===== src/rtl/ris_seq_pkg.sv =====
// Shared definitions for the RIS pattern sequencer.
// Contents: FSM state enum, slave register offsets, CTRL/STATUS bit
// positions, PWM channel count and the NUM_PAT clamp helper.
package ris_seq_pkg;

  typedef enum logic [1:0] {
    ST_IDLE  = 2'd0,
    ST_LOAD  = 2'd1,
    ST_DWELL = 2'd2
  } seq_state_e;

  localparam logic [7:0] REG_CTRL    = 8'h00;
  localparam logic [7:0] REG_STATUS  = 8'h01;
  localparam logic [7:0] REG_NUM_PAT = 8'h02;
  localparam logic [7:0] REG_DWELL   = 8'h03;
  localparam logic [7:0] PAT_BASE    = 8'h80;

  localparam int CTRL_START  = 0;
  localparam int CTRL_LOOP   = 1;
  localparam int CTRL_STOP   = 2;
  localparam int STATUS_DONE = 8;

  localparam int         NUM_CH  = 9;
  localparam logic [3:0] LAST_CH = 4'd8;

  // Index of the last pattern to play: 0 counts as 1, values above the
  // number of slots are clamped to the slot count.
  function automatic logic [2:0] last_pat_idx(input logic [3:0] raw, input int num_patterns);
    logic [3:0] eff;
    if (raw == 4'd0) begin
      eff = 4'd1;
    end else if (int'(raw) > num_patterns) begin
      eff = 4'(num_patterns);
    end else begin
      eff = raw;
    end
    return 3'(eff - 4'd1);
  endfunction

endpackage


===== src/rtl/ris_pattern_ram.sv =====
// Pattern store: NUM_PATTERNS x 9 channels x RESOLUTION bits.
// Ports: clk; CPU port (cpu_we_i, cpu_pat_i, cpu_ch_i, cpu_wdata_i,
// cpu_rdata_o); sequencer read port (seq_pat_i, seq_ch_i, seq_rdata_o).
// Reads are combinational; out-of-range pattern/channel reads return 0
// and out-of-range writes are dropped.
module ris_pattern_ram
  import ris_seq_pkg::*;
#(
  parameter int RESOLUTION   = 16,
  parameter int NUM_PATTERNS = 8
) (
  input  logic                  clk,
  input  logic                  cpu_we_i,
  input  logic [2:0]            cpu_pat_i,
  input  logic [3:0]            cpu_ch_i,
  input  logic [RESOLUTION-1:0] cpu_wdata_i,
  output logic [RESOLUTION-1:0] cpu_rdata_o,
  input  logic [2:0]            seq_pat_i,
  input  logic [3:0]            seq_ch_i,
  output logic [RESOLUTION-1:0] seq_rdata_o
);

  localparam int DEPTH = NUM_PATTERNS * NUM_CH;
  localparam int IDX_W = $clog2(DEPTH);

  logic [RESOLUTION-1:0] mem_q [DEPTH];
  logic [IDX_W-1:0]      cpu_idx_s;
  logic [IDX_W-1:0]      seq_idx_s;
  logic                  cpu_ok_s;
  logic                  seq_ok_s;

  // Flatten (pattern, channel) and range-check both ports.
  always_comb begin
    cpu_ok_s  = (int'(cpu_ch_i) < NUM_CH) && (int'(cpu_pat_i) < NUM_PATTERNS);
    seq_ok_s  = (int'(seq_ch_i) < NUM_CH) && (int'(seq_pat_i) < NUM_PATTERNS);
    cpu_idx_s = IDX_W'(int'(cpu_pat_i) * NUM_CH + int'(cpu_ch_i));
    seq_idx_s = IDX_W'(int'(seq_pat_i) * NUM_CH + int'(seq_ch_i));
  end

  // CPU write port.
  always_ff @(posedge clk) begin
    if (cpu_we_i && cpu_ok_s) begin
      mem_q[cpu_idx_s] <= cpu_wdata_i;
    end
  end

  // Combinational read ports.
  always_comb begin
    if (cpu_ok_s) begin
      cpu_rdata_o = mem_q[cpu_idx_s];
    end else begin
      cpu_rdata_o = {RESOLUTION{1'b0}};
    end
    if (seq_ok_s) begin
      seq_rdata_o = mem_q[seq_idx_s];
    end else begin
      seq_rdata_o = {RESOLUTION{1'b0}};
    end
  end

endmodule


===== src/rtl/ris_pattern_sequencer.sv =====
// Autonomous beam-pattern scheduler for the 9-channel RIS PWM block.
// Ports: clk/reset (async, active-high); Avalon-MM slave s_* for config,
// status and pattern memory; Avalon-MM master m_* writing duty registers
// 0..8 of the PWM wrapper; seq_busy, pattern_idx, frame_done status.
// Each step writes one 9-channel pattern, dwells DWELL cycles, then moves
// to the next pattern (once or looping).
module ris_pattern_sequencer
  import ris_seq_pkg::*;
#(
  parameter int RESOLUTION   = 16,
  parameter int NUM_PATTERNS = 8,
  parameter int DWELL_W      = 24
) (
  input  logic        clk,
  input  logic        reset,
  input  logic [7:0]  s_address,
  input  logic        s_write,
  input  logic [31:0] s_writedata,
  input  logic        s_read,
  output logic [31:0] s_readdata,
  output logic [3:0]  m_address,
  output logic        m_write,
  output logic [31:0] m_writedata,
  input  logic        m_waitrequest,
  output logic        seq_busy,
  output logic [2:0]  pattern_idx,
  output logic        frame_done
);

  localparam int               PAD_W     = 32 - RESOLUTION;
  localparam logic [DWELL_W-1:0] DWELL_ONE = {{(DWELL_W-1){1'b0}}, 1'b1};

  seq_state_e            state_q;
  logic [2:0]            idx_q;
  logic [2:0]            last_idx_q;
  logic                  loop_q;
  logic                  stop_pend_q;
  logic [DWELL_W-1:0]    dwell_cnt_q;
  logic                  m_write_q;
  logic [3:0]            m_addr_q;
  logic [31:0]           m_wdata_q;
  logic                  busy_q;
  logic                  fd_q;
  logic                  done_q;
  logic [3:0]            num_pat_q;
  logic [DWELL_W-1:0]    dwell_q;
  logic [31:0]           rdata_q;

  logic                  ctrl_wr_s;
  logic                  start_s;
  logic                  stop_s;
  logic                  status_clr_s;
  logic                  pat_wr_s;
  logic                  accept_s;
  logic [DWELL_W-1:0]    dwell_load_s;
  logic [2:0]            wrap_idx_d;
  logic [2:0]            rd_idx_d;
  logic [3:0]            rd_ch_d;
  logic [RESOLUTION-1:0] cpu_rdata_s;
  logic [RESOLUTION-1:0] seq_rdata_s;
  logic [31:0]           rd_mux_s;
  logic                  unused_ok_s;

  assign unused_ok_s = &{1'b0, s_writedata};

  ris_pattern_ram #(
    .RESOLUTION  (RESOLUTION),
    .NUM_PATTERNS(NUM_PATTERNS)
  ) u_ram (
    .clk        (clk),
    .cpu_we_i   (pat_wr_s),
    .cpu_pat_i  (s_address[6:4]),
    .cpu_ch_i   (s_address[3:0]),
    .cpu_wdata_i(s_writedata[RESOLUTION-1:0]),
    .cpu_rdata_o(cpu_rdata_s),
    .seq_pat_i  (rd_idx_d),
    .seq_ch_i   (rd_ch_d),
    .seq_rdata_o(seq_rdata_s)
  );

  // Slave decode and the address of the entry the next issued write needs.
  always_comb begin
    ctrl_wr_s    = s_write && (s_address == REG_CTRL);
    // STOP wins over START in the same write.
    start_s      = ctrl_wr_s && s_writedata[CTRL_START] && !s_writedata[CTRL_STOP];
    stop_s       = ctrl_wr_s && s_writedata[CTRL_STOP];
    status_clr_s = s_write && (s_address == REG_STATUS) && s_writedata[STATUS_DONE];
    pat_wr_s     = s_write && s_address[7];
    accept_s     = m_write_q && !m_waitrequest;
    if (dwell_q == {DWELL_W{1'b0}}) begin
      dwell_load_s = DWELL_ONE;
    end else begin
      dwell_load_s = dwell_q;
    end
    if (idx_q < last_idx_q) begin
      wrap_idx_d = idx_q + 3'd1;
    end else begin
      wrap_idx_d = 3'd0;
    end
    // Memory is read the cycle a channel is launched, so CPU updates to
    // the active pattern reach every channel not yet issued.
    rd_idx_d = 3'd0;
    rd_ch_d  = 4'd0;
    case (state_q)
      ST_LOAD: begin
        rd_idx_d = idx_q;
        rd_ch_d  = m_addr_q + 4'd1;
      end
      ST_DWELL: begin
        rd_idx_d = wrap_idx_d;
        rd_ch_d  = 4'd0;
      end
      default: begin
        rd_idx_d = 3'd0;
        rd_ch_d  = 4'd0;
      end
    endcase
  end

  // Configuration registers written by the CPU.
  always_ff @(posedge clk or posedge reset) begin
    if (reset) begin
      num_pat_q <= 4'd0;
      dwell_q   <= {DWELL_W{1'b0}};
    end else if (s_write) begin
      if (s_address == REG_NUM_PAT) num_pat_q <= s_writedata[3:0];
      if (s_address == REG_DWELL)   dwell_q   <= s_writedata[DWELL_W-1:0];
    end
  end

  // Sequencer FSM with registered master-port and status outputs.
  always_ff @(posedge clk or posedge reset) begin
    if (reset) begin
      state_q     <= ST_IDLE;
      idx_q       <= 3'd0;
      last_idx_q  <= 3'd0;
      loop_q      <= 1'b0;
      stop_pend_q <= 1'b0;
      dwell_cnt_q <= {DWELL_W{1'b0}};
      m_write_q   <= 1'b0;
      m_addr_q    <= 4'd0;
      m_wdata_q   <= 32'd0;
      busy_q      <= 1'b0;
      fd_q        <= 1'b0;
      done_q      <= 1'b0;
    end else begin
      fd_q <= 1'b0;
      if (status_clr_s) done_q <= 1'b0;
      case (state_q)
        ST_IDLE: begin
          if (start_s) begin
            state_q     <= ST_LOAD;
            busy_q      <= 1'b1;
            idx_q       <= 3'd0;
            loop_q      <= s_writedata[CTRL_LOOP];
            last_idx_q  <= last_pat_idx(num_pat_q, NUM_PATTERNS);
            stop_pend_q <= 1'b0;
            m_write_q   <= 1'b1;
            m_addr_q    <= 4'd0;
            m_wdata_q   <= {{PAD_W{1'b0}}, seq_rdata_s};
          end
        end
        ST_LOAD: begin
          // A STOP mid-burst is remembered; the burst always finishes.
          if (stop_s) stop_pend_q <= 1'b1;
          if (accept_s) begin
            if (m_addr_q == LAST_CH) begin
              m_write_q <= 1'b0;
              if (stop_pend_q || stop_s) begin
                state_q <= ST_IDLE;
                busy_q  <= 1'b0;
              end else begin
                state_q     <= ST_DWELL;
                dwell_cnt_q <= dwell_load_s;
              end
            end else begin
              m_addr_q  <= m_addr_q + 4'd1;
              m_wdata_q <= {{PAD_W{1'b0}}, seq_rdata_s};
            end
          end
        end
        ST_DWELL: begin
          if (stop_s) begin
            state_q <= ST_IDLE;
            busy_q  <= 1'b0;
          end else if (dwell_cnt_q == DWELL_ONE) begin
            if ((idx_q < last_idx_q) || loop_q) begin
              state_q   <= ST_LOAD;
              idx_q     <= wrap_idx_d;
              m_write_q <= 1'b1;
              m_addr_q  <= 4'd0;
              m_wdata_q <= {{PAD_W{1'b0}}, seq_rdata_s};
            end else begin
              state_q <= ST_IDLE;
              busy_q  <= 1'b0;
              fd_q    <= 1'b1;
              done_q  <= 1'b1;
            end
          end else begin
            dwell_cnt_q <= dwell_cnt_q - DWELL_ONE;
          end
        end
        default: begin
          state_q   <= ST_IDLE;
          busy_q    <= 1'b0;
          m_write_q <= 1'b0;
        end
      endcase
    end
  end

  // Slave read data source.
  always_comb begin
    rd_mux_s = 32'd0;
    if (s_address[7]) begin
      rd_mux_s = {{PAD_W{1'b0}}, cpu_rdata_s};
    end else begin
      case (s_address)
        REG_STATUS:  rd_mux_s = {23'd0, done_q, 1'b0, idx_q, 3'd0, busy_q};
        REG_NUM_PAT: rd_mux_s = {28'd0, num_pat_q};
        REG_DWELL:   rd_mux_s = {{(32 - DWELL_W){1'b0}}, dwell_q};
        default:     rd_mux_s = 32'd0;
      endcase
    end
  end

  // Registered read data, captured on the s_read cycle and held otherwise.
  always_ff @(posedge clk or posedge reset) begin
    if (reset) begin
      rdata_q <= 32'd0;
    end else if (s_read) begin
      rdata_q <= rd_mux_s;
    end
  end

  assign s_readdata  = rdata_q;
  assign m_address   = m_addr_q;
  assign m_write     = m_write_q;
  assign m_writedata = m_wdata_q;
  assign seq_busy    = busy_q;
  assign pattern_idx = idx_q;
  assign frame_done  = fd_q;

endmodule


===== config.mk =====
export PLATFORM = sky130hd
export DESIGN_NAME = ris_pattern_sequencer
export DESIGN_NICKNAME = d
export VERILOG_FILES = /design/src/rtl/ris_seq_pkg.sv /design/src/rtl/ris_pattern_ram.sv /design/src/rtl/ris_pattern_sequencer.sv
export SDC_FILE = /design/constraint.sdc
export NUM_CORES = 2
export LEC_CHECK = 0
export BUFFER_PORTS_ARGS = -buffer_cell sky130_fd_sc_hd__buf_2
export CAP_MARGIN = 20
export CELL_PAD_IN_SITES_DETAIL_PLACEMENT = 1
export CELL_PAD_IN_SITES_GLOBAL_PLACEMENT = 1
export CORE_MARGIN = 5
export CORE_UTILIZATION = 60
export CTS_CLUSTER_DIAMETER = 50
export DETAILED_ROUTE_END_ITERATION = 16
export GPL_TIMING_DRIVEN = 0
export PLACE_DENSITY_LB_ADDON = 0.1
export SYNTH_ARGS = -nofsm -noshare
export SYNTH_HDL_FRONTEND = slang
export SYNTH_SLANG_ARGS = --single-unit

===== constraint.sdc =====
create_clock -name clk -period 14 [get_ports clk]
set_input_delay 4.2 -clock clk [delete_from_list [all_inputs] [get_ports clk]]
set_output_delay 4.2 -clock clk [all_outputs]
set_load 0.01 [all_outputs]

==> flow_summary.toml <==
[timing]
fmaxAchievable_mhz = 101
timing.final.setup_violations = 0
max_slew.worst_pin.slew_ps = 1350
drv_slew = 0
finalClockSkew_ps = 43.2
unrepaired_setup_endpoints_after_global_routing = "no"
post-route-min-period_ps = 9930
final-hold-violation-count = 0
setup_tns_ps = 0
relSlewSlack = 0.101
min_setup_slack_post_route_ps = 4070
fin_crit_sh = 0.710

[route]
wl_um = 247000
drt_first_pass_iters = 13
vias_per_cell = 8.27
routed-via-count = 40500
number_of_nets_still_failing_antenna_checks_after_routing = 0
initialDrtViolationCount = 7750
residual_drc = 0
wire_length_per_cell_after_detailed_routing_um = 50.5

[die]
core_box_area_um2 = 98400
i_o_pins = 119
die_area_um2 = 106000
die_width_um = 325
fp-row-count = 115
floorplan.initialDensity = 0.605
die_y_um = 325

[worst_setup_path]
cp_slowest_cell = "sky130_fd_sc_hd__nor2_2"
timing.critical_path.required_ps = 14480
worst-path-stages = 11
endpoint_of_the_most_critical_register_to_register_path = "m_writedata[10]"
critPathBufInv = 7
max_stage_delay_ps = 1050
critical_path.top_delay_family = "buffers and inverters"
timing.critical_path.arrival_ps = 10410
timing.reg2reg.worst_path_depth = 16
reg2reg_slack_ps = 7270
critical_path.startpoint_type = "input port"
worst_setup_path_startpoint = "s_address[1]"
crit_path_end_kind = "flop"
path_common_cell = "sky130_fd_sc_hd__buf_2"
critPathMaxFanout = 10
crit_path_cell_trace = "buf_2 -> ha_1 -> ha_1 -> buf_2 -> buf_2 -> buf_2 -> buf_1 -> clkbuf_1 -> nand3_1 -> nor2_2 -> buf_8"
timing_worst_setup_path_type = "in -> reg"
crit_end = "u_ram.mem_q[26][6]"
launching_point_of_the_worst_reg2reg_path = "state_q[0]"

[pwr]
powerDensity_nw_per_um2 = 174
fin_total_pwr_uw = 12000
p_leak_uw = 0.0228
power.ir.vdd_worst_v = 0.000128

[global_routing]
grt-ovfl-total = 0
grt_usage = 0.467
global_route_wire_length_before_repair_um = 336000
grt_pass1_vias = 40300
antenna_violations_before_repair = 28
largest_net_degree_at_the_start_of_global_routing = 74

[synthesis]
synth_top_family_by_area = "multiplexers"
synthesis.area_um2 = 59500
postSynthRegisterBits = 1262
synth-edff-count = 1152
synth_cells = 3091
synthArstFlopShare = 0.0872
yosysWarnings = 0
synth-seq-area-share = 0.628
synthAdderAreaFrac = 0.00656
yosys.area_share.simple = 0.0278
post_synth_xor_area_fraction = 0.00118
synth-main-ff-cell = "sky130_fd_sc_hd__edfxtp_1"
synth_cell_types = 76
avgSynthCellArea_um2 = 19.3
synth_mux_area_frac = 0.280
synthesized_area_fraction_occupied_by_ao_oa_aoi_and_oai_cells = 0.0357

[cts]
cts.hold.buffers_added = 0
clock_sinks = 1262
cts-buffers-inserted = 142
clk_latency_ps = 810
cts.clk_slew.worst_paths_ps = 50
postcts_setup_bufs = 0
number_of_h_tree_branching_levels = 4
cts_root_buf = "sky130_fd_sc_hd__clkbuf_16"
cts_tree = "yes"
clockBufferDepth = 3
post_cts.resized_instances = 0

[cells_and_area]
nets = 3565
fin_cells = 4903
area_growth_pct = 15.9
layout.cells.most_common = "sky130_fd_sc_hd__edfxtp_1"
final_cell_mix = "sky130_fd_sc_hd__edfxtp_1, sky130_fd_sc_hd__mux4_2, sky130_fd_sc_hd__clkbuf_16"
final_core_utilization = 0.701
drive_above_1_share = 0.375

[placed_design]
place.detailed.hpwl_um = 170000
pre_cts_ws_ps = 3800
portBuffers = 85
placed_cells_incl_taps = 4621
gpl.final_weighted_congestion = 1.03

[run_status]
run_status = "finished clean"

[hold_path]
hold_path_class = "reg -> reg"
hold_sp = "s_readdata[5]"

[flow_run]
max_cap_violations = 0
==> area by class of cell <==
class / instances / area (um2)
antenna: 13 / 32.5
buffer: 244 / 1160
clock buffer: 181 / 3900
clock inverter: 76 / 584
fill: 7828 / 29400
inverter: 39 / 149
multi-input combinational: 1569 / 21200
sequential: 1262 / 37300
tap: 1287 / 1610
timing repair buffer: 232 / 3020
==> state kept, by name, summed over array words and instances, names as in the netlist <==
register and count:
m_write 1, stop_pend_q 1, dwell_cnt_q 24, pattern_idx 3, last_idx_q 3, seq_busy 1, s_readdata 24, frame_done 1
m_writedata 16, num_pat_q 4, state_q 2, done_q 1, m_address 4, u_ram.mem_q 1152, dwell_q 24, loop_q 1
==> worst register-to-register path: stages (launching register included) <==
cell	delay, ps
sky130_fd_sc_hd__dfrtp_1	410
sky130_fd_sc_hd__inv_1	100
sky130_fd_sc_hd__ha_1	250
sky130_fd_sc_hd__clkinv_1	410
sky130_fd_sc_hd__or2_2	450
sky130_fd_sc_hd__o21ai_0	140
sky130_fd_sc_hd__and2_1	190
sky130_fd_sc_hd__ha_1	180
sky130_fd_sc_hd__clkbuf_1	660
sky130_fd_sc_hd__clkbuf_1	630
sky130_fd_sc_hd__buf_1	850
sky130_fd_sc_hd__buf_8	250
sky130_fd_sc_hd__mux4_2	530
sky130_fd_sc_hd__mux4_2	680
sky130_fd_sc_hd__mux4_1	670
sky130_fd_sc_hd__nand2_1	150
sky130_fd_sc_hd__nand2_1	70
==> logic make-up after synthesis <==
logic type | after synthesis
and+or+nand+nor | 351
muxes | 840
buffers and inverters | 283
xor gates and xnor gates | 8
AOI/OAI and AO/OA | 316
DFF | 1262
adders and majority gates | 30
other | 1
==> where the power goes <==
part | total (uW) | internal, uW | switching, uW
clock network | 3690 | 2090 | 1610
logic | 4040 | 1590 | 2450
registers | 4290 | 4200 | 90.7
total | 12000 | 7870 | 4150
==> worst min path at each step <==
stage                            endpoint  cells after the start
after CTS                   s_readdata[5]                      1
after global placement      s_readdata[5]                      1
final                       s_readdata[5]                      1
after floorplan             last_idx_q[1]                      2
after global routing      m_writedata[13]                      2
after detailed placement    s_readdata[5]                      1
==> metrics by stage <==
stage | hold WS, ps | cell area, um2
final | 495 | 69000
after global routing | 517 | 68900
after CTS | 500 | 68700
after detailed placement | 488 | 64300
after global placement | 458 | 61600
after floorplan | 450 | 59600
==> per-layer routing <==
layer	share of wire	global-route usage	routed length, um
met2	0.43	0.676	107000
met3	0.17	0.218	41800
met5	0.0013	0.0154	326
met1	0.30	0.560	75300
met4	0.093	0.318	23100
==> cells in the mapped netlist, types with 38 or more instances <==
cell type | instances | area (um2)
sky130_fd_sc_hd__edfxtp_1 | 1152 | 34600
sky130_fd_sc_hd__mux4_2 | 650 | 14600
sky130_fd_sc_hd__clkbuf_1 | 121 | 454
sky130_fd_sc_hd__mux2i_1 | 117 | 1170
sky130_fd_sc_hd__nor2_1 | 113 | 424
sky130_fd_sc_hd__dfrtp_1 | 110 | 2750
sky130_fd_sc_hd__nand2_1 | 99 | 372
sky130_fd_sc_hd__o21ai_0 | 88 | 440
sky130_fd_sc_hd__a21oi_1 | 72 | 360
sky130_fd_sc_hd__mux2_2 | 72 | 811
sky130_fd_sc_hd__buf_1 | 55 | 206
sky130_fd_sc_hd__nand3_1 | 42 | 210
sky130_fd_sc_hd__a22oi_1 | 38 | 285
sky130_fd_sc_hd__inv_1 | 38 | 143
No activity file was read; power rests on OpenSTA's default activity.
